**src/rtl/serial_arith_nch_if.sv**
```systemverilog
// Bit-lane bus between a deserialiser front-end and serial_arith_nch.
// The master drives bits and per-word controls; the slave returns results.
interface serial_arith_nch_if #(
    parameter int NCH = 4
);
    logic           sclr;
    logic [1:0]     mode;
    logic           in_valid;
    logic [NCH-1:0] x;
    logic [NCH-1:0] z;
    logic           z_valid;
    logic           z_last;
    logic [NCH-1:0] ovf;

    modport master (
        output sclr, mode, in_valid, x,
        input  z, z_valid, z_last, ovf
    );

    modport slave (
        input  sclr, mode, in_valid, x,
        output z, z_valid, z_last, ovf
    );
endinterface

```
**src/rtl/serial_arith_nch.sv**
```systemverilog
// NCH-lane LSB-first serial arithmetic unit: pass, negate, +1 or -1 per word,
// with one shared bit counter and a per-lane signed-overflow flag.
module serial_arith_nch #(
    parameter int NCH   = 4,
    parameter int WIDTH = 8
) (
    input  logic               clk,
    input  logic               areset,
    serial_arith_nch_if.slave  bus
);
    localparam int CW = $clog2(WIDTH);

    typedef enum logic [1:0] {
        MODE_PASS = 2'd0,
        MODE_NEG  = 2'd1,
        MODE_INC  = 2'd2,
        MODE_DEC  = 2'd3
    } mode_e;

    logic [CW-1:0]  bitcnt;
    mode_e          mode_q;
    logic [NCH-1:0] c;
    logic [NCH-1:0] ovf_q;

    logic           first_bit;
    logic           last_bit;
    mode_e          eff_mode;
    logic [NCH-1:0] c_eff;
    logic [NCH-1:0] c_next;
    logic [NCH-1:0] z_int;
    logic [NCH-1:0] ovf_cond;

    assign first_bit = (bitcnt == '0);
    assign last_bit  = (bitcnt == CW'(WIDTH - 1));
    assign eff_mode  = first_bit ? mode_e'(bus.mode) : mode_q;

    // Bit 0 ignores the stored carry/borrow so words can run back to back.
    always_comb begin
        c_eff = c;
        if (first_bit) begin
            case (eff_mode)
                MODE_NEG: c_eff = '0;
                MODE_INC: c_eff = '1;
                MODE_DEC: c_eff = '1;
                default:  c_eff = '0;
            endcase
        end
    end

    always_comb begin
        z_int    = bus.x;
        c_next   = c_eff;
        ovf_cond = '0;
        case (eff_mode)
            MODE_NEG: begin
                z_int    = bus.x ^ c_eff;
                c_next   = c_eff | bus.x;
                ovf_cond = ~c_eff & bus.x;
            end
            MODE_INC: begin
                z_int    = bus.x ^ c_eff;
                c_next   = c_eff & bus.x;
                ovf_cond = c_eff & ~bus.x;
            end
            MODE_DEC: begin
                z_int    = bus.x ^ c_eff;
                c_next   = c_eff & ~bus.x;
                ovf_cond = c_eff & bus.x;
            end
            default: begin
                z_int    = bus.x;
                c_next   = c_eff;
                ovf_cond = '0;
            end
        endcase
    end

    // sclr wins over a simultaneous valid bit: the bit shows on z but nothing advances.
    always_ff @(posedge clk or posedge areset) begin
        if (areset) begin
            bitcnt <= '0;
            mode_q <= MODE_PASS;
            c      <= '0;
            ovf_q  <= '0;
        end else if (bus.sclr) begin
            bitcnt <= '0;
            c      <= '0;
            ovf_q  <= '0;
        end else begin
            ovf_q <= (bus.in_valid && last_bit) ? ovf_cond : '0;
            if (bus.in_valid) begin
                bitcnt <= last_bit ? '0 : bitcnt + CW'(1);
                c      <= c_next;
                if (first_bit) begin
                    mode_q <= mode_e'(bus.mode);
                end
            end
        end
    end

    assign bus.z       = z_int;
    assign bus.z_valid = bus.in_valid;
    assign bus.z_last  = bus.in_valid && last_bit;
    assign bus.ovf     = ovf_q;
endmodule

```
**src/flat_wrapper.sv**
```systemverilog
// flat-port wrapper written by rule: the top's interface ports become plain ports
module serial_arith_nch_flat 
#(
    parameter int NCH   = 4,
    parameter int WIDTH = 8
)
  (clk, areset, bus_sclr, bus_mode, bus_in_valid, bus_x, bus_z, bus_z_valid, bus_z_last, bus_ovf);
  serial_arith_nch_if #(.NCH(NCH)) bus_i ();
  input  logic clk;
  input  logic areset;
  input wire logic [$bits(bus_i.sclr)-1:0] bus_sclr;
  input wire logic [$bits(bus_i.mode)-1:0] bus_mode;
  input wire logic [$bits(bus_i.in_valid)-1:0] bus_in_valid;
  input wire logic [$bits(bus_i.x)-1:0] bus_x;
  output wire logic [$bits(bus_i.z)-1:0] bus_z;
  output wire logic [$bits(bus_i.z_valid)-1:0] bus_z_valid;
  output wire logic [$bits(bus_i.z_last)-1:0] bus_z_last;
  output wire logic [$bits(bus_i.ovf)-1:0] bus_ovf;
  assign bus_i.sclr = bus_sclr;
  assign bus_i.mode = bus_mode;
  assign bus_i.in_valid = bus_in_valid;
  assign bus_i.x = bus_x;
  assign bus_z = bus_i.z;
  assign bus_z_valid = bus_i.z_valid;
  assign bus_z_last = bus_i.z_last;
  assign bus_ovf = bus_i.ovf;
  serial_arith_nch #(.NCH(NCH), .WIDTH(WIDTH)) u_core (.clk(clk), .areset(areset), .bus(bus_i));
endmodule
```
**config.mk**
```make
export PLATFORM = sky130hd
export DESIGN_NAME = serial_arith_nch_flat
export DESIGN_NICKNAME = d
export VERILOG_FILES = /design/src/rtl/serial_arith_nch_if.sv /design/src/rtl/serial_arith_nch.sv /design/src/flat_wrapper.sv
export SDC_FILE = /design/constraint.sdc
export NUM_CORES = 1
export LEC_CHECK = 0
export ABC_AREA = 1
export CAP_MARGIN = 30
export CORE_MARGIN = 2
export CORE_UTILIZATION = 48
export CTS_CLUSTER_SIZE = 10
export DETAILED_ROUTE_END_ITERATION = 8
export GPL_ROUTABILITY_DRIVEN = 0
export PLACE_DENSITY_LB_ADDON = 0.15
export SYNTH_ARGS = -nofsm -noshare
export SYNTH_HDL_FRONTEND = slang
export SYNTH_SLANG_ARGS = --single-unit
```
**constraint.sdc**
```tcl
create_clock -name clk -period 1.8 [get_ports clk]
set_input_delay 0.36 -clock clk [delete_from_list [all_inputs] [get_ports clk]]
set_output_delay 0.36 -clock clk [all_outputs]
set_load 0.02 [all_outputs]
```
# ---- After elaboration in Yosys (flattened, before gate mapping)
# Index checks and enable logic that the tools add are counted.
dict set report word_totals {
  memories 0
  register_bits 13
  latchBits 0
  rom_bits 0
  ramBits 0
  inputBits 10
  wordCells 36
}
dict set report op_classes {
  muxes 13
  n_addsub 1
  eq_ne 4
  n_mul 0
  div_mod_pow 0
  shifts 0
  n_reduce_logical 6
  bitwise_logic 8
  order_cmp 0
}
# operator n
set ops {}
lappend ops {{2-to-1 mux 4 bit} 7}
lappend ops {{one-hot mux 4 bit (3 select lines)} 2}
lappend ops {{AND 4 bit} 3}
lappend ops {{2-to-1 mux 3 bit} 3}
lappend ops {{NOT 4 bit} 2}
lappend ops {{== test 2 bit, second input constant} 2}
lappend ops {{bitwise OR 4 bit} 1}
lappend ops {{bitwise XOR 4 bit} 1}
lappend ops {{adder 3 x 1 -> 3 bit, second input constant} 1}
lappend ops {{== test 3 bit, second input constant} 1}
lappend ops {{logical NOT 3 bit} 1}
lappend ops {{OR reduction 3 bit} 1}
lappend ops {{== test 2 x 1 -> 1 bit, second input constant} 1}
lappend ops {{2-to-1 mux 2 bit} 1}
lappend ops {{AND reduction 2 bit} 1}
lappend ops {{nonzero test 2 bit} 1}
lappend ops {{OR reduction 2 bit} 1}
lappend ops {{logical AND 1 bit} 1}
lappend ops {{NOT 1 bit} 1}

# ---- Depth between registers and ports, before layout
# Gate-level depths: netlist (run 1).
dict set report depth {
  word_depth 11
  mapped_depth 12
  depth_no_buf 12
}

# ---- Worst setup path after synthesis (run 1)
# No wires, ideal clock.
dict set report synth_path {
  path_type {register to output}
  startpoint {reg u_core.bitcnt[0]}
  endpoint {out bus_z[0]}
  setup_slack_ns -0.387
  path_stages_with_launch 10
  arrival_ns 1.827
  t_required_ns 1.440
  n_path_buf 0
  path_cell_list {dfrtp_1 -> inv_1 -> ha_1 -> inv_1 -> nor2_1 -> nand2_1 -> nand2_1 -> inv_1 -> ha_1 -> o21ai_0}
}
dict set report synth_via {
  elab_chain_len 8
  elab_cells_between_ends 11
}
# item line
set synth_lines {}
lappend synth_lines {{start: declaration} serial_arith_nch.sv:20} ;# logic [CW-1:0] bitcnt;
lappend synth_lines {{start signal: assignment} serial_arith_nch.sv:92} ;# bitcnt <= last_bit ? '0 : bitcnt + CW'(1);
lappend synth_lines {{logical NOT 3 bit *} serial_arith_nch.sv:33} ;# assign first_bit = (bitcnt == '0);
lappend synth_lines {{2-to-1 mux 2 bit} --}
lappend synth_lines {{== test 2 bit} {serial_arith_nch.sv:41, serial_arith_nch.sv:54}}
lappend synth_lines {{OR reduction 2 bit (no source line)} --}
lappend synth_lines {{2-to-1 mux 4 bit} serial_arith_nch.sv:41} ;# case (eff_mode)
lappend synth_lines {{2-to-1 mux 4 bit} serial_arith_nch.sv:40} ;# if (first_bit) begin
lappend synth_lines {{bitwise XOR 4 bit} {serial_arith_nch.sv:56, serial_arith_nch.sv:61, serial_arith_nch.sv:66}}
lappend synth_lines {{2-to-1 mux 4 bit *} --}
lappend synth_lines {{end: declaration} flat_wrapper.sv:15} ;# output wire logic [$bits(bus_i.z)-1:0] bus_z;
# Every way passes the cells marked *; elsewhere a longest branch is shown, timed or not.

# ---- Worst setup path in the final report (run 1)
dict set report layout_path {
  startpoint {reg u_core.bitcnt[1]}
  endpoint {out bus_z[1]}
}
# The elaborated chain is that of the path after synthesis.

==> results of run 1 <==
-- cell usage after synthesis --
library cell   n  area [um^2]
inv_1         35          131
inv_2          2         7.51
o21ai_1        1         5.00
dfrtp_1       13          325
nor2_4         1         11.3
nand2_1       45          169
nor3_4         1         16.3
o21ai_0       11         55.1
nand2_2        3         18.8
o31ai_1        1         7.51
nand3_1       30          150
ha_1          19          238
nand2_4        3         33.8
nor2_1         3         11.3
nor2_2         1         6.26
buf_4          1         7.51
buf_6          2         22.5
-- flip-flops by register name (all words and copies together), names as in the netlist --
signal	flops
u_core.bitcnt	3
u_core.bus.ovf	4
u_core.c	4
u_core.mode_q	2
-- power groups by stage --
stage / Combinational [mW] / Clock (mW) / Sequential (mW)
finish: 0.813 / 0.179 / 0.332
floorplan: 0.432 / 0 / 0.333
CTS: 0.795 / 0.179 / 0.331
detailed placement: 0.690 / 0 / 0.336
global route: 0.890 / 0.193 / 0.334
global placement: 0.663 / 0 / 0.334
-- cell families (layout without fill, tap and decap cells) --
group	count (synthesis)	in the layout	share of synthesized area
fa+ha+maj	19	19	0.195
flops	13	13	0.267
compound gates	13	13	0.0556
buf+inv	40	102	0.139
simple gates	87	87	0.343
-- final cells by class --
type / count / share of cell area
multi-input cells: 119 / 0.462
repair buffers: 61 / 0.269
well taps: 30 / 0.0191
flip-flops and latches: 13 / 0.165
inverters: 37 / 0.0706
clock buffers: 4 / 0.0134
-- worst max-delay path by stage --
| stage | from | end | depth (start not counted) |
|---|---|---|---|
| 2_1_floorplan | u_core.bitcnt[0] | bus_z[0] | 8 |
| 3_3_place_gp | bus_mode[1] | bus_z[2] | 8 |
| 3_5_place_dp | bus_mode[1] | bus_z[0] | 8 |
| 4_1_cts | u_core.bitcnt[0] | bus_z[1] | 10 |
| 5_1_grt | u_core.bitcnt[1] | bus_z[2] | 10 |
| 6_report | u_core.bitcnt[1] | bus_z[1] | 10 |
-- layer usage --
metal  wire [um]  global-route usage  share of wire
met5           0                   0              0
met4         149               0.142          0.045
met3         191              0.0273          0.058
met2        1630               0.474           0.49
met1        1350               0.287           0.41
-- what timing repair did --
| action | in CTS | in global routing |
|---|---|---|
| setup buffers | 10 | 0 |
| resized for setup | 52 | 8 |
| setup endpoints to repair | 8 | 13 |
| pin swaps | 15 | 5 |
-- per-stage QoR --
stage | cell area (um^2) | setup slack [ps] | TNS (ps) | hold slack [ps] | instances
floorplan | 1340 | -19.2 | -77.0 | 237 | 172
global placement | 1780 | -663 | -2810 | 462 | 251
CTS | 1960 | -359 | -1580 | 425 | 265
detailed placement | 1780 | -687 | -3090 | 470 | 251
global route | 1970 | -429 | -2370 | 488 | 264
finish | 1970 | -363 | -1630 | 401 | 264
==> impl_metrics.ini, run 1 <==
[sta]
period_share = 1.20
rsz0062_at_grt = true
worst_slew_pin_slew_ps = 507
fin_ws_ps = -363
min_period_ps = 2160
relSlewSlack = 0.661
clock.fmax_mhz = 462
slew_viol_final = 0
skew_ps = 11.7
setup_viol = 7
hold_violations = 0

[cts]
cts.sinks = 13
cts-root-buf = clkbuf_4
cts_tree = yes
clk_pin_slew_ps = 80
clock_latency_ps = 280
numCtsBuffers = 3
hold_buffers = 0
cts_buffer_depth = 2
h-tree-depth = 1

[synthesis]
synth_cells = 172
synth_nets = 201
syn_avg_cell_area_um2 = 7.07
ys_seq_area_frac = 0.267
ys.warnings.count = 0
yosysUniqueCellTypes = 17
synth_area_mm2 = 0.00122
ys_seq_elements = 13

[final_layout]
multiInputGateArea_um2 = 910
mostFrequentLayoutCells = 37 x nand2_1, 37 x buf_4, 28 x inv_1
nFillCells = 171
num_antenna_cells = 0
seqCellArea_um2 = 325
drive_gt1_frac = 0.393
fin_util = 0.809
fin_nets = 264
area_growth_pct = 61.7

[grt]
overflow = 0
antenna_found_initial = 0
grt_pass1_vias = 1309
grt.total_usage = 0.258
grt_start_max_net_pins = 19
grt_pass1_wl_mm = 5.60

[setup_path]
critical_path.top_delay_family = flip-flops
ff2ff_path_depth = 14
crit_chain = inv_2 -> ha_4 -> inv_2 -> nor2_4 -> nand2_4 -> nand2_2 -> inv_2 -> ha_4 -> o21ai_4 -> buf_6
worst-path-buf-inv = 4
crit_required_ps = 1440
cpMostUsedCell = inv_2
rrSetupSlack_ps = -100
worst_setup_path_start_kind = register
reg2reg_to = u_core.c[1]
slowest_stage = dfrtp_1
crit_type = register to output pin
critical_path.max_fanout = 4
reg2reg_from = u_core.bitcnt[1]
arrival_ps = 1800
max_stage_delay_ps = 400
cp-end-kind = output pin

[drt]
firstDrtPassIters = 4
routedWlPerCell_um = 12.5
ant_nets = 0
drt_iter0_drc = 26
routed_wl_mm = 3.31
drcViolationCount = 0
via_per_inst = 5.13
vias = 1353

[pwr]
power_switching_mw = 0.528
irDropWorstVdd_mv = 0.468
p_total_mw = 1.32
p_comb_frac = 0.614
powerDensity_mw_per_mm2 = 673
p_sw_frac = 0.399
p_clk_frac = 0.135
seqPwrFrac = 0.251
intPower_mw = 0.796
p_leak_nw = 1.05

[floorplanning]
io_pins = 20
die_h_um = 54.3
die-area_mm2 = 0.00295
start_util = 0.500
fp.dieW_um = 54.3
core_mm2 = 0.00243
rows = 18

[place]
numPortBuffers = 19
hpwl_mm = 2.35

[flow_run]
drv_cap = 0

[worst_hold_path]
hold_path.class = primary input to async pin

[run_status]
failed_checks = negative setup slack
status = finished, violations left
Power figures use the tool's default switching activity.
==> run 2: changes to the inputs <==
--- a/config.mk
+++ b/config.mk
@@ -8,10 +8,9 @@
 export ABC_AREA = 1
 export CAP_MARGIN = 30
 export CORE_MARGIN = 2
-export CORE_UTILIZATION = 48
+export CORE_UTILIZATION = 50
 export CTS_CLUSTER_SIZE = 10
 export DETAILED_ROUTE_END_ITERATION = 8
-export GPL_ROUTABILITY_DRIVEN = 0
 export PLACE_DENSITY_LB_ADDON = 0.15
 export SYNTH_ARGS = -nofsm -noshare
 export SYNTH_HDL_FRONTEND = slang
==> constraint.sdc (replaced) <==
create_clock -name clk -period 2.78 [get_ports clk]
set_input_delay 0.556 -clock clk [delete_from_list [all_inputs] [get_ports clk]]
set_output_delay 0.556 -clock clk [all_outputs]
set_load 0.02 [all_outputs]
==> impl_metrics.ini, run 2 (synthesized netlist as in run 1, its figures left out) <==
[run_status]
status = finished clean

[sta]
worst_slew_pin_slew_ps = 505
setup_viol = 0
slew_viol_final = 0
fin_ws_ps = 233
rsz0062_at_grt = false
min_period_ps = 2550
skew_ps = 4.26
clock.fmax_mhz = 393
hold_violations = 0
period_share = 0.916
relSlewSlack = 0.663
hold_slack_ps = 485

[pwr]
p_clk_frac = 0.186
p_comb_frac = 0.493
irDropWorstVdd_mv = 0.276
p_sw_frac = 0.416
intPower_mw = 0.388
power_switching_mw = 0.276
powerDensity_mw_per_mm2 = 432
seqPwrFrac = 0.321
p_leak_nw = 0.887

[place]
hpwl_mm = 2.07
placed_cell_area_mm2 = 0.00152
numPortBuffers = 19
gp_congestion = 0.833
post-place-ws_ps = -182

[cts]
clk_pin_slew_ps = 80
hold_buffers = 0
cts-root-buf = clkbuf_4
cts_tree = yes
cts_setup_buffers = 0
h-tree-depth = 1
cts_buffer_depth = 2
clock_latency_ps = 290
numCtsBuffers = 3
cts.sinks = 13

[drt]
via_per_inst = 5.04
drt_iter0_drc = 30
wl_met1_mm = 1.17
firstDrtPassIters = 4
routed_wl_mm = 2.66
wl_met2_mm = 1.33
drcViolationCount = 0
vias = 1185
top_layer = met4
dr_wl_met3_um = 105
routedWlPerCell_um = 11.3
ant_nets = 0

[setup_path]
max_stage_delay_ps = 390
worstSetupStartpoint = u_core.bitcnt[1]
cpMostUsedCell = inv_1
cp-end-kind = output pin
cp-endpoint = bus_z[1]
crit_type = register to output pin
rrSetupSlack_ps = 980
critical_path.max_fanout = 4
ff2ff_path_depth = 13
crit_required_ps = 2220
reg2reg_to = u_core.c[3]
reg2reg_from = u_core.bitcnt[1]
crit_chain = inv_1 -> ha_2 -> inv_1 -> nor2_2 -> nand2_2 -> nand2_1 -> inv_1 -> ha_1 -> o21ai_0 -> clkbuf_2
slowest_stage = dfrtp_1
worst_setup_path_start_kind = register
arrival_ps = 1990

[floorplanning]
fp.dieW_um = 53.3
io_pins = 20
start_util = 0.539
rows = 17
die-area_mm2 = 0.00284
die_h_um = 53.3
core_mm2 = 0.00225

[grt]
grt_pass1_wl_mm = 4.82
grt.total_usage = 0.237
grt_start_max_net_pins = 19
grt_pass1_vias = 1105
antenna_found_initial = 0
overflow = 0

[final_layout]
fin_nets = 237
mostFrequentLayoutCells = 44 x nand2_1, 35 x inv_1, 30 x nand3_1
layout_commonest_cell = nand2_1
fin_util = 0.682
area_growth_pct = 26.4
final_area_mm2 = 0.00154
drive_gt1_frac = 0.174
nFillCells = 213
num_antenna_cells = 0

[worst_hold_path]
hold_path.class = register to register

[flow_run]
drv_cap = 0
[run 2: how the worst min path moves through the flow]
stage,start,end,slack (ps),cells after the start
floorplan,areset,u_core.bitcnt[0],430,1
global placement,u_core.c[1],u_core.c[1],460,2
detailed placement,u_core.c[1],u_core.c[1],470,2
CTS,u_core.c[1],u_core.c[1],490,2
global route,u_core.c[3],u_core.c[3],500,2
finish,u_core.c[1],u_core.c[1],490,2
[run 2: stage by stage]
step                setup TNS (ps)  power (mW)  cells
floorplan                        0       0.430    172
global placement              -654       0.549    231
detailed placement            -687       0.559    231
CTS                              0       0.669    235
global route                     0       0.730    235
finish                           0       0.665    235
[run 2: routing by layer]
layer / track usage / vias up
met5: 0 / -
met4: 0.0855 / 0
met3: 0.0508 / 7
met2: 0.416 / 25
met1: 0.279 / 543
li1: - / 610
[run 2: power by group through the flow]
stage / logic [mW] / clock network (mW) / registers (mW)
floorplan: 0.215 / 0 / 0.215
global placement: 0.332 / 0 / 0.217
detailed placement: 0.342 / 0 / 0.217
CTS: 0.335 / 0.120 / 0.213
global route: 0.374 / 0.141 / 0.215
finish: 0.327 / 0.124 / 0.213
[run 2: cell type report]
class                   instances  area (um^2)  share of cell area
inverters                      37          139              0.0903
repair buffers                 34          283               0.184
well taps                      28         35.0              0.0228
flip-flops and latches         13          325               0.212
multi-input cells             119          729               0.474
clock buffers                   4         26.3              0.0171
[run 2: critical path: cells and delay by family (launching register included)]
family / cells / cell delay [ps]
compound gates: 1 / 160
fa+ha+maj: 2 / 470
buf+inv: 4 / 380
flops: 1 / 390
simple gates: 3 / 300
[run 2: repair_timing]
action / 4_1_cts / 5_1_grt
gates resized for setup: 7 / 14
setup endpoints to repair: 4 / 4
pin swaps: 0 / 0
==> run 3: changes to the inputs <==
--- a/config.mk
+++ b/config.mk
@@ -9,6 +9,7 @@
 export CAP_MARGIN = 30
 export CORE_MARGIN = 2
 export CORE_UTILIZATION = 50
+export CTS_CLUSTER_DIAMETER = 80
 export CTS_CLUSTER_SIZE = 10
 export DETAILED_ROUTE_END_ITERATION = 8
 export PLACE_DENSITY_LB_ADDON = 0.15
==> results of run 3 <==
Final layout, timing and power as in run 2 (identical DEF).
